==> config.mk <==
export PLATFORM = sky130hd
export DESIGN_NAME = i2c_master_sequencer
export DESIGN_NICKNAME = d
export VERILOG_FILES = /design/src/rtl/i2c_master_sequencer.sv
export SDC_FILE = /design/constraint.sdc
export NUM_CORES = 1
export LEC_CHECK = 0
export ABC_AREA = 0
export CORE_UTILIZATION = 56
export CTS_CLUSTER_SIZE = 14
export DETAILED_ROUTE_END_ITERATION = 8
export PLACE_DENSITY = 0.91
export REMOVE_ABC_BUFFERS = 1
export SETUP_SLACK_MARGIN = 0.4
export SLEW_MARGIN = 20
export SYNTH_ARGS = -nofsm -noshare
export SYNTH_HDL_FRONTEND = slang
export SYNTH_SLANG_ARGS = --single-unit
==> constraint.sdc <==
create_clock -name i2c_core_clock_i -period 4.3 [get_ports i2c_core_clock_i]
set_input_delay 0.645 -clock i2c_core_clock_i [delete_from_list [all_inputs] [get_ports i2c_core_clock_i]]
set_output_delay 0.645 -clock i2c_core_clock_i [all_outputs]
set_load 0.02 [all_outputs]
==> src/rtl/i2c_master_sequencer.sv <==
// I2C master bus sequencer: walks START, address, data, ACK, repeated-start and STOP phases,
// generating SCL timing and one-hot phase strobes for an external shift datapath.
module i2c_master_sequencer (
    input  logic       i2c_core_clock_i,
    input  logic       reset_bit_i,
    input  logic       enable_i,
    input  logic [7:0] addr_rw_i,
    input  logic [7:0] num_bytes_i,
    input  logic       repeat_start_i,
    input  logic [7:0] prescaler_i,
    input  logic       sda_i,
    input  logic [7:0] counter_data_ack_i,
    output logic       start_cnt_o,
    output logic       write_addr_cnt_o,
    output logic       write_data_cnt_o,
    output logic       read_data_cnt_o,
    output logic       write_ack_cnt_o,
    output logic       read_ack_cnt_o,
    output logic       stop_cnt_o,
    output logic       repeat_start_cnt_o,
    output logic [7:0] counter_detect_edge_o,
    output logic [7:0] counter_state_done_time_repeat_start_o,
    output logic       scl_o,
    output logic       ack_bit_o,
    output logic       data_req_o,
    output logic       rx_valid_o,
    output logic       busy_o,
    output logic       done_o,
    output logic       nack_o
);

    typedef enum logic [3:0] {
        S_IDLE, S_START, S_WRITE_ADDR, S_READ_ADDR_ACK, S_WRITE_DATA,
        S_READ_DATA_ACK, S_READ_DATA, S_WRITE_ACK, S_REPEAT_START, S_STOP
    } state_t;

    state_t      r_state;
    logic [9:0]  r_cnt;
    logic [9:0]  r_rs_cnt;
    logic [7:0]  r_presc;
    logic [7:0]  r_addr_rw;
    logic [7:0]  r_bytes;
    logic        r_scl;
    logic        r_ack_bit;
    logic        r_data_req;
    logic        r_rx_valid;
    logic        r_busy;
    logic        r_done;
    logic        r_nack;

    // Counters are 10 bits wide so 2P-1 and 3P-1 never overflow for P up to 255.
    logic [9:0]  w_p;
    logic [9:0]  w_p2m1;
    logic [9:0]  w_p3m1;
    logic        w_period_end;
    logic [9:0]  w_cnt_next;
    logic        w_scl_next;
    logic        w_more;
    logic [7:0]  w_presc_in;
    state_t      w_end_state;

    assign w_p          = {2'b00, r_presc};
    assign w_p2m1       = (w_p << 1) - 10'd1;
    assign w_p3m1       = w_p + (w_p << 1) - 10'd1;
    assign w_period_end = (r_cnt == w_p2m1);
    assign w_cnt_next   = w_period_end ? 10'd0 : r_cnt + 10'd1;
    assign w_scl_next   = (w_cnt_next >= w_p);
    assign w_more       = (r_bytes > 8'd1);
    assign w_presc_in   = (prescaler_i < 8'd4) ? 8'd4 : prescaler_i;
    assign w_end_state  = repeat_start_i ? S_REPEAT_START : S_STOP;

    always_ff @(posedge i2c_core_clock_i or negedge reset_bit_i) begin
        if (!reset_bit_i) begin
            r_state    <= S_IDLE;
            r_cnt      <= 10'd0;
            r_rs_cnt   <= 10'd0;
            r_presc    <= 8'd4;
            r_addr_rw  <= 8'd0;
            r_bytes    <= 8'd0;
            r_scl      <= 1'b1;
            r_ack_bit  <= 1'b1;
            r_data_req <= 1'b0;
            r_rx_valid <= 1'b0;
            r_busy     <= 1'b0;
            r_done     <= 1'b0;
            r_nack     <= 1'b0;
        end else begin
            r_data_req <= 1'b0;
            r_rx_valid <= 1'b0;
            r_done     <= 1'b0;
            case (r_state)
                S_IDLE: begin
                    r_cnt <= 10'd0;
                    r_scl <= 1'b1;
                    if (enable_i) begin
                        r_addr_rw <= addr_rw_i;
                        r_bytes   <= num_bytes_i;
                        r_presc   <= w_presc_in;
                        r_busy    <= 1'b1;
                        r_nack    <= 1'b0;
                        r_state   <= S_START;
                    end
                end
                S_START: begin
                    if (r_cnt == w_p - 10'd1) begin
                        r_cnt   <= 10'd0;
                        r_scl   <= 1'b0;
                        r_state <= S_WRITE_ADDR;
                    end else begin
                        r_cnt <= r_cnt + 10'd1;
                    end
                end
                S_WRITE_ADDR, S_WRITE_DATA, S_READ_DATA: begin
                    r_cnt <= w_cnt_next;
                    r_scl <= w_scl_next;
                    if (w_period_end && counter_data_ack_i == 8'd2) begin
                        if (r_state == S_WRITE_ADDR) begin
                            r_state <= S_READ_ADDR_ACK;
                        end else if (r_state == S_WRITE_DATA) begin
                            r_state <= S_READ_DATA_ACK;
                        end else begin
                            r_rx_valid <= 1'b1;
                            r_ack_bit  <= (r_bytes <= 8'd1);
                            r_state    <= S_WRITE_ACK;
                        end
                    end
                end
                S_READ_ADDR_ACK: begin
                    r_cnt <= w_cnt_next;
                    r_scl <= w_scl_next;
                    if (w_period_end) begin
                        if (sda_i) begin
                            r_nack  <= 1'b1;
                            r_state <= S_STOP;
                        end else if (r_bytes != 8'd0) begin
                            if (r_addr_rw[0]) begin
                                r_state <= S_READ_DATA;
                            end else begin
                                r_data_req <= 1'b1;
                                r_state    <= S_WRITE_DATA;
                            end
                        end else begin
                            r_state <= w_end_state;
                        end
                    end
                end
                S_READ_DATA_ACK: begin
                    r_cnt <= w_cnt_next;
                    r_scl <= w_scl_next;
                    if (w_period_end) begin
                        if (sda_i) begin
                            r_nack  <= 1'b1;
                            r_state <= S_STOP;
                        end else begin
                            r_bytes <= r_bytes - 8'd1;
                            if (w_more) begin
                                r_data_req <= 1'b1;
                                r_state    <= S_WRITE_DATA;
                            end else begin
                                r_state <= w_end_state;
                            end
                        end
                    end
                end
                S_WRITE_ACK: begin
                    r_cnt <= w_cnt_next;
                    r_scl <= w_scl_next;
                    if (w_period_end) begin
                        r_bytes   <= r_bytes - 8'd1;
                        r_ack_bit <= 1'b1;
                        r_state   <= w_more ? S_READ_DATA : w_end_state;
                    end
                end
                // Address and byte count are re-sampled here so the follow-on transfer can differ.
                S_REPEAT_START: begin
                    r_cnt <= 10'd0;
                    if (r_rs_cnt == w_p3m1) begin
                        r_rs_cnt  <= 10'd0;
                        r_addr_rw <= addr_rw_i;
                        r_bytes   <= num_bytes_i;
                        r_scl     <= 1'b0;
                        r_state   <= S_WRITE_ADDR;
                    end else begin
                        r_rs_cnt <= r_rs_cnt + 10'd1;
                        r_scl    <= (r_rs_cnt + 10'd1 >= w_p);
                    end
                end
                S_STOP: begin
                    if (r_cnt == w_p2m1) begin
                        r_cnt   <= 10'd0;
                        r_scl   <= 1'b1;
                        r_busy  <= 1'b0;
                        r_done  <= 1'b1;
                        r_state <= S_IDLE;
                    end else begin
                        r_cnt <= r_cnt + 10'd1;
                        r_scl <= (r_cnt + 10'd1 >= w_p);
                    end
                end
                default: r_state <= S_IDLE;
            endcase
        end
    end

    assign start_cnt_o        = (r_state == S_START);
    assign write_addr_cnt_o   = (r_state == S_WRITE_ADDR);
    assign write_data_cnt_o   = (r_state == S_WRITE_DATA);
    assign read_data_cnt_o    = (r_state == S_READ_DATA);
    assign write_ack_cnt_o    = (r_state == S_WRITE_ACK);
    assign read_ack_cnt_o     = (r_state == S_READ_ADDR_ACK) || (r_state == S_READ_DATA_ACK);
    assign stop_cnt_o         = (r_state == S_STOP);
    assign repeat_start_cnt_o = (r_state == S_REPEAT_START);

    assign counter_detect_edge_o                  = r_cnt[7:0];
    assign counter_state_done_time_repeat_start_o = r_rs_cnt[7:0];
    assign scl_o      = r_scl;
    assign ack_bit_o  = r_ack_bit;
    assign data_req_o = r_data_req;
    assign rx_valid_o = r_rx_valid;
    assign busy_o     = r_busy;
    assign done_o     = r_done;
    assign nack_o     = r_nack;

endmodule

==> results of run 1 <==
==> power by group <==
part	total [mW]	internal [mW]	leakage [nW]	switching, mW
logic	2.54	1.12	1.78	1.42
clock network	0.337	0.172	0.0541	0.164
registers	0.799	0.574	0.608	0.225
total	3.68	1.86	2.44	1.81
==> through the flow <==
step / utilization (%) / total power [mW] / hold slack, ns
final: 67.57 / 3.677 / 0.3466
after CTS: 67.12 / 3.599 / 0.4895
after detailed placement: 65.53 / 3.222 / 0.4667
after global routing: 67.57 / 3.982 / 0.4010
after floorplan: - / 2.595 / 0.3494
after global placement: 65.53 / 3.104 / 0.4634
==> worst paths after layout <==
kind                                 start          to  slack [ns]  cells past startpoint
hold reg to reg                     nack_o      nack_o        0.49                      2
hold / removal                 reset_bit_i  r_presc[3]        0.35                      1
max in group asynchronous      reset_bit_i  r_state[2]        3.54                      1
min in group i2c_core_clock_i       nack_o      nack_o        0.49                      2
setup reg to reg                r_presc[4]       scl_o        0.47                     14
setup / recovery                r_presc[4]       scl_o        0.47                     14
==> layer usage <==
metal / up-vias / track usage (%) / wire (microns)
met3: 33 / 4.228 / 857
met1: 2075 / 35.71 / 4904
met4: 0 / 8.974 / 276
met5: - / 0 / 0
li1: 2048 / - / -
met2: 208 / 49.08 / 5904
==> layout by cell type, fill, tap and decap left out, types with 3 or more instances in the layout <==
master and n:
clkdlybuf4s50_1 59, ha_1 48, nor2_1 45, dfrtp_1 45, nand2_1 41, o21ai_0 39
inv_1 34, nand3_1 27, xor2_1 24, xnor2_1 24, a21oi_1 21, a21o_1 11
nor3_1 9, nor2b_1 9, a31oi_1 9, nand2b_1 8, mux2_2 8, a22o_1 8
buf_4 8, nand4_1 7, and3_1 6, nor4_1 5, a211oi_1 5, o211ai_1 5
clkbuf_8 5, or3_1 3, and2_1 3, mux2i_1 3, o31ai_1 3, nor3b_1 3
o2bb2ai_1 3, dfstp_2 3
==> cell usage after synthesis, drive strengths merged (3+ instances only) <==
cell type / count / area [sq um]
a31oi: 9 / 56.30
and2: 3 / 18.77
dfrtp: 45 / 1126
nand3: 27 / 135.1
o31ai: 3 / 22.52
a21oi: 21 / 105.1
buf: 25 / 178.9
nor3b: 3 / 22.52
nand2: 41 / 153.9
clkbuf: 17 / 63.81
a22o: 8 / 70.07
dfstp: 3 / 78.83
a21o: 11 / 82.58
nand4: 7 / 43.79
inv: 37 / 138.9
xnor2: 24 / 210.2
nor3: 9 / 45.04
o2bb2ai: 3 / 26.28
xor2: 24 / 210.2
mux2: 8 / 90.09
o21ai: 39 / 195.2
nor2b: 9 / 56.30
or3: 3 / 18.77
and3: 8 / 55.05
mux2i: 3 / 30.03
nor4: 7 / 58.81
nor2: 45 / 168.9
ha: 50 / 625.6
nand2b: 9 / 56.30
a211oi: 5 / 37.54
o211ai: 5 / 37.54
==> cells by family (layout without fill, tap and decap cells) <==
group	after synthesis	count (layout)	share of synthesized area (%)
AO/OA/AOI/OAI	136	136	19.69
XOR/XNOR	50	50	9.936
adder cells (fa/ha/maj)	51	51	13.78
buffers and inverters	79	112	8.146
flip-flops	48	48	25.72
multiplexers	11	11	2.564
AND/OR/NAND/NOR	184	184	20.17
==> critical path: stages, from the launching register on <==
cell and delay (ns):
dfrtp_1 0.46, inv_1 0.32, ha_1 0.27, nand3_1 0.26, xnor2_1 0.25, nor4_2 0.31
and4_4 0.38, nor2b_1 0.07, ha_1 0.28, a211oi_1 0.25, o32ai_1 0.11, a31oi_1 0.20
o31ai_1 0.11, a211oi_1 0.28, a41oi_1 0.18
==> sequential cells by signal, indices dropped and copies added, names as in the netlist <==
register / flops
done_o: 1
data_req_o: 1
r_rs_cnt: 10
r_cnt: 10
r_state: 4
rx_valid_o: 1
busy_o: 1
r_presc: 8
ack_bit_o: 1
scl_o: 1
nack_o: 1
r_addr_rw: 1
r_bytes: 8
==> what timing repair did <==
item,CTS,global route
resized for setup,3,9
pin swaps,0,1
buffers inserted,1,2
setup endpoints to repair,4,10
==> final cells by class <==
class	instances	area [sq um]	share of cell area [%]
clock buffers	5	68.82	1.285
clock inverters	3	42.54	0.7942
inverters	37	142.6	2.663
multi-input cells	432	3119	58.23
flip-flops and latches	48	1205	22.49
well taps	102	127.6	2.383
repair buffers	67	650.6	12.15
==> impl_metrics.yaml, run 1 <==
outcome:
  status: "completed"
floorplan:
  core_sq_mm: 0.007928
  die_height_microns: 93.46
  boundaryPins: 68
  fp.dieW_microns: 93.46
  die-area_sq_mm: 0.008735
  start_util_pct: 59.09
  core.rowCount: 32
placed_design:
  placed_area_sq_mm: 0.005195
  post-place-ws_ns: 0.3476
  dp_hpwl_mm: 8.745
  port_buffers: 60
  gp_congestion: 0.9042
  dp_cells: 683
cts:
  htree_levels: 2
  cts_tree: "done"
  path_clk_slew_ns: 0.09
  cts-root-buf: "clkbuf_8"
  cts_max_path_buffers: 2
  cts_buffers: 5
  postCtsHoldBufs: 0
  clk_latency_ns: 0.31
  cts.sinks: 48
drt:
  drcViolationCount: 0
  ant_nets: 0
  vias: 4364
  wire_per_inst_microns: 17.21
  routed_wl_mm: 11.94
  drt-initial-drc-count: 268
  routed_via_density: 6.288
  dr.pass1.iters: 5
worst_setup_path:
  endpoint_kind: "flop"
  worst-setup-path-type: "flop to flop"
  startpoint_type: "flop"
  cp.required_ns: 4.52
  cp.arrival_ns: 4.05
  cp_max_fo: 12
finish:
  final_area_sq_mm: 0.005356
  fillCellCount: 632
  final_cells: 694
  area_delta_synth_final_pct: 14.34
  n_antenna_cell: 0
  layout.nets: 679
  layout-drive-gt1-share_pct: 7.432
grt:
  grt_start_max_net_pins: 49
  overflow: 0
  grt_pass1_wl_mm: 19.75
  grt_use_total_pct: 28.19
  first_global_vias: 4261
  antenna_found_initial: 0
sta:
  fin_crit_sh_pct: 89.16
  rsz0062_at_grt: "no"
  fin_ws_ns: 0.4659
  period_minus_slack_ns: 3.834
  setup_violations: 0
  clock_skew_ns: 0.009090
  setup_tns_ns: 0
  slew_viol_final: 0
  finalHoldViolCount: 0
  max-slew-margin-rel_pct: 49.47
  max_freq_mhz: 260.8
  tightestPinTransition_ns: 0.7564
synthesis:
  synth_edf_count: 0
  yosys_warnings: 0
  syn_area_sq_mm: 0.004684
  yosys_most_used_dff: "dfrtp_1"
  ys_types: 71
  synth_seq_cells: 48
  synth_async_sr_flop_share_pct: 100.0
  syn_avg_cell_area_sq_um: 8.380
  synth-seq-area-share_pct: 25.72
  syn_inst: 559
power_and_ir_drop:
  ir_drop_mv: 0.3265
  p_per_area_mw_per_mm2: 686.5
  leakagePower_nw: 2.441
job:
  cap_violations: 0
hold_path:
  hp-class: "input pin to async pin"
Power figures use the tool's default switching activity.
==> inputs of run 2 (changes only) <==
--- a/config.mk
+++ b/config.mk
@@ -6,10 +6,11 @@
 export NUM_CORES = 1
 export LEC_CHECK = 0
 export ABC_AREA = 0
-export CORE_UTILIZATION = 56
+export CORE_UTILIZATION = 65
 export CTS_CLUSTER_SIZE = 14
 export DETAILED_ROUTE_END_ITERATION = 8
-export PLACE_DENSITY = 0.91
+export DONT_BUFFER_PORTS = 1
+export PLACE_DENSITY = 0.9
 export REMOVE_ABC_BUFFERS = 1
 export SETUP_SLACK_MARGIN = 0.4
 export SLEW_MARGIN = 20
==> impl_metrics.yaml, run 2 (synthesis gave the netlist of run 1 again) <==
outcome:
  status: "completed"
job:
  cap_violations: 0
floorplan:
  fp.dieW_microns: 86.90
  die-area_sq_mm: 0.007551
  die_height_microns: 86.90
  core.rowCount: 30
  core_sq_mm: 0.006869
  boundaryPins: 68
  start_util_pct: 68.20
sta:
  fin_crit_sh_pct: 88.76
  clock_skew_ns: 0.01937
  finalHoldViolCount: 0
  period_minus_slack_ns: 3.817
  setup_tns_ns: 0
  max-slew-margin-rel_pct: 34.38
  max_freq_mhz: 262.0
  setup_violations: 0
  tightestPinTransition_ns: 0.9753
  slew_viol_final: 0
  rsz0062_at_grt: "yes"
grt:
  grt_use_total_pct: 31.51
  grt_pass1_wl_mm: 18.77
  gr-usage-met1_pct: 39.12
  antenna_found_initial: 0
  first_global_vias: 3900
  grt_util_met2_pct: 52.97
  overflow: 0
  grt.busiest_layer: "met2"
  grt_start_max_net_pins: 49
  use_met3_pct: 6.730
drt:
  drcViolationCount: 0
  vias: 4137
  routed_wl_mm: 11.56
  wire_per_inst_microns: 18.38
  ant_nets: 0
  routed_via_density: 6.577
  drt-initial-drc-count: 264
  dr.pass1.iters: 5
power_and_ir_drop:
  p_sw_share_pct: 50.33
  power.share.combinational_pct: 67.4
  p_int_mw: 1.771
  finalPower_mw: 3.565
  clkPwrFrac_pct: 9.4
  switching_power_mw: 1.794
  ir_drop_mv: 0.3454
  p_per_area_mw_per_mm2: 750.9
  leakagePower_nw: 2.233
  seqPwrFrac_pct: 23.2
worst_setup_path:
  startpoint_type: "flop"
  cp.required_ns: 4.52
  cp.arrival_ns: 4.03
  endpoint_kind: "flop"
  cp_max_fo: 8
  worst-setup-path-type: "flop to flop"
finish:
  area_delta_synth_final_pct: 1.335
  final_cells: 629
  layout.nets: 620
  n_antenna_cell: 0
  final_area_sq_mm: 0.004747
  mostFrequentLayoutCells: "ha_1, nor2_1, dfrtp_1, nand2_1, o21ai_0"
  top_regs: "r_cnt (10), r_rs_cnt (10)"
  layout_commonest_cell: "ha_1"
  post-route-util_pct: 69.11
  layout-drive-gt1-share_pct: 6.754
cts:
  cts-root-buf: "clkbuf_8"
  cts_max_path_buffers: 2
  htree_levels: 2
  cts_tree: "done"
  cts.sinks: 48
  clk_latency_ns: 0.31
  cts_buffers: 5
  path_clk_slew_ns: 0.09
hold_path:
  hp-class: "input pin to async pin"
placed_design:
  dp_cells: 618
  port_buffers: 0
  gp_congestion: 0.9093
  placed_area_sq_mm: 0.004599
  dp_hpwl_mm: 8.588
==> run 2: changes by cell type in the layout (fill, tap and decap cells not counted), sizes merged <==
| cell | before | now |
|---|---|---|
| inv | 36 | 37 |
| buf | 8 | 7 |
| clkinvlp | 2 | 1 |
| clkdlybuf4s50 | 59 | 0 |
| dlygate4sd3 | 0 | 1 |
==> run 2: path summary, 6_finish.rpt <==
path | start | end | slack, ns | cells past startpoint
max in group asynchronous | reset_bit_i | r_state[3] | 2.99 | 1
min in group i2c_core_clock_i | prescaler_i[2] | r_presc[2] | 0.43 | 2
setup / recovery | r_presc[4] | scl_o | 0.48 | 14
hold / removal | reset_bit_i | r_presc[0] | 0.02 | 0
hold reg to reg | r_bytes[3] | r_bytes[3] | 0.57 | 1
setup reg to reg | r_presc[4] | scl_o | 0.48 | 14
==> run 2: worst max-delay path: stages, from the launching register on <==
cell and delay, ns:
dfrtp_1 0.46, inv_1 0.23, ha_1 0.35, inv_1 0.04, ha_1 0.38, a21o_1 0.24
o2bb2ai_1 0.20, or4b_1 0.53, nand4_1 0.17, nor4_4 0.05, buf_4 0.20, buf_4 0.14
nor2_1 0.36, nand2_1 0.18, a41oi_1 0.20
==> run 2: stage by stage <==
stage	setup slack, ns	hold WS (ns)
after CTS	0.4577	0.01184
final	0.4834	0.02121
after detailed placement	0.3872	0.3504
after global routing	0.3225	0.002688
after global placement	0.5091	0.3506
after floorplan	0.8279	0.3494
==> run 2: layout make-up <==
type / instances / area, sq um
clock buffers: 5 / 68.82
clock inverters: 3 / 42.54
fillers: 536 / 2122
inverters: 37 / 138.9
multi-input cells: 432 / 3109
flip-flops and latches: 48 / 1205
well taps: 96 / 120.1
repair buffers: 8 / 62.56
==> run 2: layer usage <==
layer	share of wire, %	wire, microns
met3	7.6	874
met5	0	0
met2	49	5618
met4	2.4	282
met1	41	4786
==> run 2: power by group through the flow <==
stage                     Combinational, mW  Sequential [mW]  Clock (mW)
after floorplan                        1.83            0.768           0
after global placement                 2.17            0.818           0
after detailed placement               2.30            0.832           0
after CTS                              2.32            0.823       0.340
after global routing                   2.66            0.843       0.361
final                                  2.40            0.826       0.336
==> run 2: repair_timing <==
item                                    in CTS  in global routing
hold buffers                                 0                  1
pin swaps                                    0                  1
endpoints found under the hold margin        0                 14
endpoints found under the setup margin       1                 12
setup buffers                                0                  2
gates resized for setup                      1                  4
